## config.mk

```make
export PLATFORM = sky130hd
export DESIGN_NAME = pipe_hazard_ctrl
export DESIGN_NICKNAME = d
export VERILOG_FILES = /design/src/rtl/pipe_hazard_ctrl.sv
export SDC_FILE = /design/constraint.sdc
export NUM_CORES = 1
export LEC_CHECK = 0
export CORE_MARGIN = 5
export CORE_UTILIZATION = 50
export CTS_CLUSTER_DIAMETER = 150
export CTS_CLUSTER_SIZE = 12
export DETAILED_ROUTE_END_ITERATION = 8
export PLACE_DENSITY = 0.87
export SKIP_LAST_GASP = 1
export SLEW_MARGIN = 20
export SYNTH_ARGS = -nofsm -noshare
export SYNTH_HDL_FRONTEND = slang
export SYNTH_SLANG_ARGS = --single-unit
export TNS_END_PERCENT = 50
```

## constraint.sdc

```tcl
create_clock -name clk -period 3.9 [get_ports clk]
set_input_delay 0.39 -clock clk [delete_from_list [all_inputs] [get_ports clk]]
set_output_delay 0.39 -clock clk [all_outputs]
set_load 0.01 [all_outputs]
```

## src/rtl/pipe_hazard_ctrl.sv

```systemverilog
`default_nettype none
// ============================================================================
// pipe_hazard_ctrl : stall/flush control for the 5-stage RV32 pipeline with
//                    hung-memory watchdog; perf counters via PIPE_HAZARD_PERF_EN
// Rev 1.0
// ============================================================================
module pipe_hazard_ctrl #(
  parameter int MEM_TIMEOUT = 255
`ifdef PIPE_HAZARD_PERF_EN
  ,
  parameter int CNT_W = 32
`endif
) (
  input  logic       clk,
  input  logic       rst,
  input  logic [4:0] id_rs1,
  input  logic [4:0] id_rs2,
  input  logic       id_uses_rs1,
  input  logic       id_uses_rs2,
  input  logic       ex_mem_read,
  input  logic [4:0] ex_rd,
  input  logic       ex_branch_taken,
  input  logic       dmem_req,
  input  logic       dmem_ready,
  output logic       pc_stall,
  output logic       if_id_stall,
  output logic       if_id_flush,
  output logic       id_ex_stall,
  output logic       id_ex_flush,
  output logic       ex_mem_stall,
  output logic       mem_wb_flush,
  output logic       mem_error
`ifdef PIPE_HAZARD_PERF_EN
  ,
  output logic [CNT_W-1:0] stall_cycles,
  output logic [CNT_W-1:0] flush_count
`endif
);

  localparam logic [15:0] c_mem_timeout = 16'(MEM_TIMEOUT);

  typedef enum logic [1:0] {
    ST_RUN      = 2'd0,
    ST_MEM_WAIT = 2'd1,
    ST_ERROR    = 2'd2
  } state_t;

  state_t      r_state;
  state_t      w_state_nxt;
  logic [15:0] r_wait_cnt;
  logic [15:0] w_wait_cnt_nxt;
  logic        r_mem_error;

  logic w_mem_stall;
  logic w_rs1_hit;
  logic w_rs2_hit;
  logic w_load_use;
  logic w_branch_flush;

  assign w_mem_stall = dmem_req & ~dmem_ready;
  assign w_rs1_hit   = id_uses_rs1 & (id_rs1 == ex_rd);
  assign w_rs2_hit   = id_uses_rs2 & (id_rs2 == ex_rd);
  assign w_load_use  = ex_mem_read & (ex_rd != 5'd0) & (w_rs1_hit | w_rs2_hit);

  always_ff @(posedge clk or posedge rst) begin
    if (rst) begin
      r_state     <= ST_RUN;
      r_wait_cnt  <= 16'd0;
      r_mem_error <= 1'b0;
    end else begin
      r_state    <= w_state_nxt;
      r_wait_cnt <= w_wait_cnt_nxt;
      if (w_state_nxt == ST_ERROR) begin
        r_mem_error <= 1'b1;
      end
    end
  end

  // Watchdog: the >= compare lets ERROR win before the 16-bit counter can wrap.
  always_comb begin
    w_state_nxt    = r_state;
    w_wait_cnt_nxt = r_wait_cnt;
    case (r_state)
      ST_RUN: begin
        if (w_mem_stall) begin
          w_state_nxt    = ST_MEM_WAIT;
          w_wait_cnt_nxt = 16'd1;
        end
      end
      ST_MEM_WAIT: begin
        if (!w_mem_stall) begin
          w_state_nxt    = ST_RUN;
          w_wait_cnt_nxt = 16'd0;
        end else if (r_wait_cnt >= c_mem_timeout) begin
          w_state_nxt = ST_ERROR;
        end else begin
          w_wait_cnt_nxt = r_wait_cnt + 16'd1;
        end
      end
      ST_ERROR: begin
        w_state_nxt = ST_ERROR;
      end
      default: begin
        w_state_nxt    = ST_RUN;
        w_wait_cnt_nxt = 16'd0;
      end
    endcase
  end

  always_comb begin
    pc_stall       = 1'b0;
    if_id_stall    = 1'b0;
    if_id_flush    = 1'b0;
    id_ex_stall    = 1'b0;
    id_ex_flush    = 1'b0;
    ex_mem_stall   = 1'b0;
    mem_wb_flush   = 1'b0;
    w_branch_flush = 1'b0;
    if (!rst) begin
      if ((r_state == ST_ERROR) || w_mem_stall) begin
        pc_stall     = 1'b1;
        if_id_stall  = 1'b1;
        id_ex_stall  = 1'b1;
        ex_mem_stall = 1'b1;
        mem_wb_flush = 1'b1;
      end else if (ex_branch_taken) begin
        // The ID instruction is squashed, so any load-use on it is moot.
        w_branch_flush = 1'b1;
        if_id_flush    = 1'b1;
        id_ex_flush    = 1'b1;
      end else if (w_load_use) begin
        pc_stall    = 1'b1;
        if_id_stall = 1'b1;
        id_ex_flush = 1'b1;
      end
    end
  end

  assign mem_error = r_mem_error;

`ifdef PIPE_HAZARD_PERF_EN
  logic [CNT_W-1:0] r_stall_cycles;
  logic [CNT_W-1:0] r_flush_count;

  always_ff @(posedge clk or posedge rst) begin
    if (rst) begin
      r_stall_cycles <= '0;
      r_flush_count  <= '0;
    end else begin
      if (pc_stall && (r_stall_cycles != '1)) begin
        r_stall_cycles <= r_stall_cycles + 1'b1;
      end
      if (w_branch_flush && (r_flush_count != '1)) begin
        r_flush_count <= r_flush_count + 1'b1;
      end
    end
  end

  assign stall_cycles = r_stall_cycles;
  assign flush_count  = r_flush_count;
`else
  logic w_unused_perf;
  assign w_unused_perf = w_branch_flush;
`endif

endmodule
`default_nettype wire

```

# ---- Yosys cells after proc, flatten, opt, wreduce, memory -nomap -nowiden
# Cells that the tools add are included.
dict set report classes {
  eq_ne 7
  magnitude_cmp 1
  n_reduce_logical 4
  add_sub_neg 1
  mux 20
  n_bitwise 8
}
# cell count
set ops {}
lappend ops {{$mux W16} 3}
lappend ops {{$pmux W16 S3} 1}
lappend ops {{$add A16 B1 Y16 const B} 1}
lappend ops {{$ge A16 B8 Y1 const B} 1}
lappend ops {{$mux W1} 12}
lappend ops {{$eq A5 B5 Y1} 2}
lappend ops {{$mux W2} 3}
lappend ops {{$pmux W2 S3} 1}
lappend ops {{$and A1 B1 Y1} 5}
lappend ops {{$reduce_bool A5 Y1} 1}
lappend ops {{$eq A2 B2 Y1 const B} 2}
lappend ops {{$ne A3 B3 Y1 const B} 1}
lappend ops {{$reduce_and A3 Y1} 1}
lappend ops {{$eq A2 B1 Y1 const B} 1}
lappend ops {{$logic_not A2 Y1} 1}
lappend ops {{$ne A2 B2 Y1 const B} 1}
lappend ops {{$not A1 Y1} 2}
lappend ops {{$logic_or A1 B1 Y1} 1}
lappend ops {{$or A1 B1 Y1} 1}
dict set report word_totals {
  regBits 19
  output_inout_bits 8
  word_cells 44
  inputBits 23
}

# ---- Depth between registers and ports, before layout
dict set report depth {
  word_depth 8
  ltp_mapped 5
  depth_no_buf 5
}

# ---- Worst setup path after synthesis
# OpenSTA, ideal clock, no wires.
dict set report synth_path {
  path_type {in2out}
  startpoint {in ex_rd[0]}
  endpoint {out pc_stall}
  required_time_ns 3.510
  cell_stages 4
  n_path_buf 1
  arrival_time_ns 1.395
  path_slack_ns 2.115
  path_cell_list {or4_1 o211ai_1 o22ai_1 buf_4}
}
dict set report synth_between {
  elab_chain_cells 8
  word_cells_on_any_way 12
  classes_between {eq/ne: 2; mux: 4; bitwise: 5; reduce/logical: 1}
}
# item line
set synth_rtl {}
lappend synth_rtl {{from (decl)} 21} ;# input logic [4:0] ex_rd,
lappend synth_rtl {{$eq A5 B5 Y1, on equally long branches} {61, 62}}
lappend synth_rtl {{$and A1 B1 Y1, on equally long branches} {61, 62}}
lappend synth_rtl {{$or A1 B1 Y1} 63} ;# assign w_load_use = ex_mem_read & (ex_rd != 5'd0) & (w_rs1_hit | w_rs2_hit);
lappend synth_rtl {{$and A1 B1 Y1 (*)} 63}
lappend synth_rtl {{$mux W1 (*) (4 in a row)} n/a}
lappend synth_rtl {{to (decl)} 25} ;# output logic pc_stall,
# Mark *: on every way between the ends. The rest lies on a longest branch, timed or not.

# ---- Worst setup path after layout
dict set report layout_path {
  startpoint {in ex_rd[3]}
  endpoint {out if_id_stall}
}
dict set report layout_between {
  elab_chain_cells 8
  word_cells_on_any_way 12
  classes_between {eq/ne: 2; mux: 4; bitwise: 5; reduce/logical: 1}
}
# item line
set layout_rtl {}
lappend layout_rtl {{$eq A5 B5 Y1, on equally long branches} {61, 62}}
lappend layout_rtl {{$and A1 B1 Y1, on equally long branches} {61, 62}}
lappend layout_rtl {{$or A1 B1 Y1} 63}
lappend layout_rtl {{$and A1 B1 Y1 (*)} 63}
lappend layout_rtl {{$mux W1 (*)} 131} ;# end else if (w_load_use) begin
lappend layout_rtl {{$mux W1 (*)} 126} ;# end else if (ex_branch_taken) begin
lappend layout_rtl {{$mux W1 (*)} 120} ;# if ((r_state == ST_ERROR) || w_mem_stall) begin
lappend layout_rtl {{$mux W1 (*)} 119} ;# if (!rst) begin
lappend layout_rtl {{to (decl)} 26} ;# output logic if_id_stall,
# Marks and branches as above.

==> results.py <==
metrics = {
    "sta": {
        "finClkSkew_ps": 5.78,
        "slew_headroom_pct": 53.8,
        "max_freq_mhz": 369,
        "finalHoldViolations": 0,
        "finalCritPeriodShare_pct": 69.4,
        "worst_pin_slew_ps": 692,
        "setup_tns_ps": 0,
        "min_period_ps": 2710,
        "maxSlewViolCount": 0,
        "rsz0062_at_grt": "no",
        "finalSetupViolCount": 0,
    },
    "final_layout": {
        "fin_nets": 167,
        "finalNonFillerCells": 170,
        "drive_gt1_share_pct": 6.34,
        "post-route-cell-area_um2": 1440,
        "antenna-diode-count": 0,
        "area_delta_synth_final_pct": 30.4,
    },
    "worst_setup_path": {
        "cpMostUsedCell": "clkdlybuf4s50_1",
        "critical_path_arrival_ps": 2320,
        "crit_chain": "clkdlybuf4s50_1 > xor2_1 > nor4_1 > a32oi_1 > o22ai_1 > clkdlybuf4s50_1",
        "worstSetupPathType": "input pin to primary output",
        "crit_path_top_delay_cell": "clkdlybuf4s50_1",
        "cp.required_ps": 3510,
        "endpoint_kind": "primary output",
        "startpoint_type": "input pin",
        "worstPathMaxFanout": 3,
        "critical-path-max-stage-delay_ps": 570,
    },
    "yosys": {
        "synth_area_um2": 1100,
        "yosys_warnings": 0,
        "synth-seq-cells": 19,
        "netlist_top_cells_area": "dfrtp_1, xor2_1, and2_1",
        "synth.top_cell.area_share_pct": 43.1,
        "syn-instance-count": 112,
        "avgSynthCellArea_um2": 9.84,
        "yosysTopAreaCell": "dfrtp_1",
        "mappedNetlistNets": 136,
        "synth_cell_types": 36,
        "ys_seq_area_share_pct": 43.1,
    },
    "pwr": {
        "p_total_uw": 371,
        "irDropWorstVdd_mv": 0.262,
        "p_leak_nw": 0.618,
        "power.density_nw_per_um2": 258,
    },
    "drt": {
        "wl_met3_um": 107,
        "wl_met2_um": 1490,
        "dr.pass1.iters": 6,
        "drt_iter0_markers": 33,
        "via_per_inst": 5.72,
        "post-route-drc-count": 0,
        "routed-via-count": 972,
        "drtAntennaViolNets": 0,
        "wirelength_um": 2710,
        "drt-wirelength-per-cell_um": 15.9,
        "met1_length_um": 1080,
        "top_layer_used": "met4",
    },
    "clocking": {
        "clock_path_buffers": 2,
        "clk_latency_ps": 300,
        "cts-resized-gates": 0,
        "clk_pin_slew_ps": 100,
        "ctsHtreeMaxLevel": 1,
        "cts_hold_buf": 0,
        "cts_tree": "built",
        "cts-root-buf": "clkbuf_4",
        "cts_post_setup_buffers_inserted": 0,
        "cts_buffers": 3,
        "clkSinkCount": 19,
    },
    "placement": {
        "io_buffers": 30,
        "place_area_um2": 1410,
        "place_inst": 166,
        "dp_hpwl_um": 2180,
        "gp_congestion": 0.834,
    },
    "worst_hold_path": {
        "holdCritPathClass": "flop to flop",
    },
    "global_routing": {
        "grt_pass1_vias": 961,
        "grt_pass1_wl_um": 4400,
        "antenna_found_initial": 0,
        "grt_use_total_pct": 17.1,
        "gr-total-overflow": 0,
        "grt_max_degree": 20,
    },
    "run_status": {
        "status": "finished clean",
    },
    "floorplanning": {
        "die_area_um2": 3240,
        "die_y_um": 57.0,
        "pin_count": 31,
        "coreArea_um2": 2150,
        "rows": 17,
        "initial_utilization_pct": 51.3,
        "die_x_um": 57.0,
    },
    "job": {
        "max_cap_viol_count": 0,
    },
}
-- area by class of cell --
cell class / instances / area (um2)
clock buffer: 4 / 26.3
fill: 159 / 711
inverter: 4 / 15.0
multi-input combinational: 85 / 586
sequential: 19 / 475
tap: 28 / 35.0
timing repair buffer: 30 / 300
-- cells in the mapped netlist --
master / count
nor4_1: 2
o2111ai_1: 1
xor2_1: 8
nand3_1: 7
a2bb2oi_1: 1
nor3_1: 1
ha_1: 1
clkbuf_1: 1
nand4_1: 2
inv_1: 4
o22ai_1: 2
o211ai_2: 1
o21bai_1: 1
and2_0: 1
and3_1: 1
nor2_1: 5
nor4_4: 2
o211ai_1: 6
or2_2: 1
a21oi_1: 2
or4b_1: 1
a21o_1: 1
or3_1: 1
xnor2_1: 3
and2_1: 9
and2_2: 1
o311ai_0: 1
a32oi_1: 1
nor3b_2: 1
or4_1: 5
o21ai_0: 2
dfrtp_1: 19
buf_4: 3
nand2_1: 11
a21boi_1: 1
nor2b_1: 2
-- worst max-delay path, delay by kind of cell --
| kind | cells | cell delay [ps] |
|---|---|---|
| AOI/OAI and AO/OA | 2 | 360 |
| xor gates and xnor gates | 1 | 200 |
| buffers and inverters | 2 | 1050 |
| and+or+nand+nor | 1 | 320 |
-- power breakdown --
part | internal, mW | switching, mW | total (mW)
logic | 0.0378 | 0.0306 | 0.0684
clock network | 0.0398 | 0.0594 | 0.0992
registers | 0.200 | 0.00431 | 0.204
-- sequential cells by signal, summed over array words and instances (netlist names) --
register,count
r_state,2
r_wait_cnt,16
mem_error,1
-- final timing paths --
check	slack [ps]	end	startpoint	depth (start not counted)
max in group asynchronous	2850	r_wait_cnt[15]	rst	2
min in group asynchronous	610	r_wait_cnt[7]	rst	2
max reg2reg	2140	r_wait_cnt[3]	r_wait_cnt[0]	5
min	490	mem_error	mem_error	1
max	1190	if_id_stall	ex_rd[3]	6
min reg2reg	490	mem_error	mem_error	1
-- stage by stage --
step                      utilization (%)  setup WS, ps  hold WS [ps]
final                                66.9          1190           490
after global routing                 66.9          1130           520
after CTS                            66.9          1200           496
after detailed placement             65.7          1200           469
after global placement               65.7          1300           453
after floorplan                         -          2120           341
-- cell families after synthesis --
family	synth area share, %
adder cells (fa/ha/maj)	1.13
AO/OA/AOI/OAI	13.4
AND/OR/NAND/NOR	29.9
flip-flops	43.1
buffers and inverters	3.74
XOR/XNOR	8.74
-- layout by cell type, fill, tap and decap left out --
master,count
clkdlybuf4s50_1,30
o311ai_0,1
o21bai_1,1
a2bb2oi_1,1
o211ai_1,6
or4b_1,1
dfrtp_1,19
o21ai_0,2
nand3_1,7
nor2b_1,2
and2_1,9
clkbuf_1,1
ha_1,1
or2_2,1
nand4_1,2
and2_0,1
inv_1,4
nor3b_2,1
a21oi_1,2
xnor2_1,3
o211ai_2,1
nor2_1,5
and3_1,1
a32oi_1,1
a21o_1,1
xor2_1,8
a21boi_1,1
and2_2,1
nor3_1,1
nor4_4,2
or4_1,5
or3_1,1
clkbuf_4,3
nor4_1,2
o22ai_1,2
nand2_1,11
o2111ai_1,1
-- layer usage --
metal / global-route usage (%) / vias to the layer above
met5: 0 / -
met4: 3.31 / 0
met3: 4.07 / 4
met2: 31.6 / 27
met1: 19.9 / 476
li1: - / 465
Note: power is estimated with default switching activity, not from simulation.
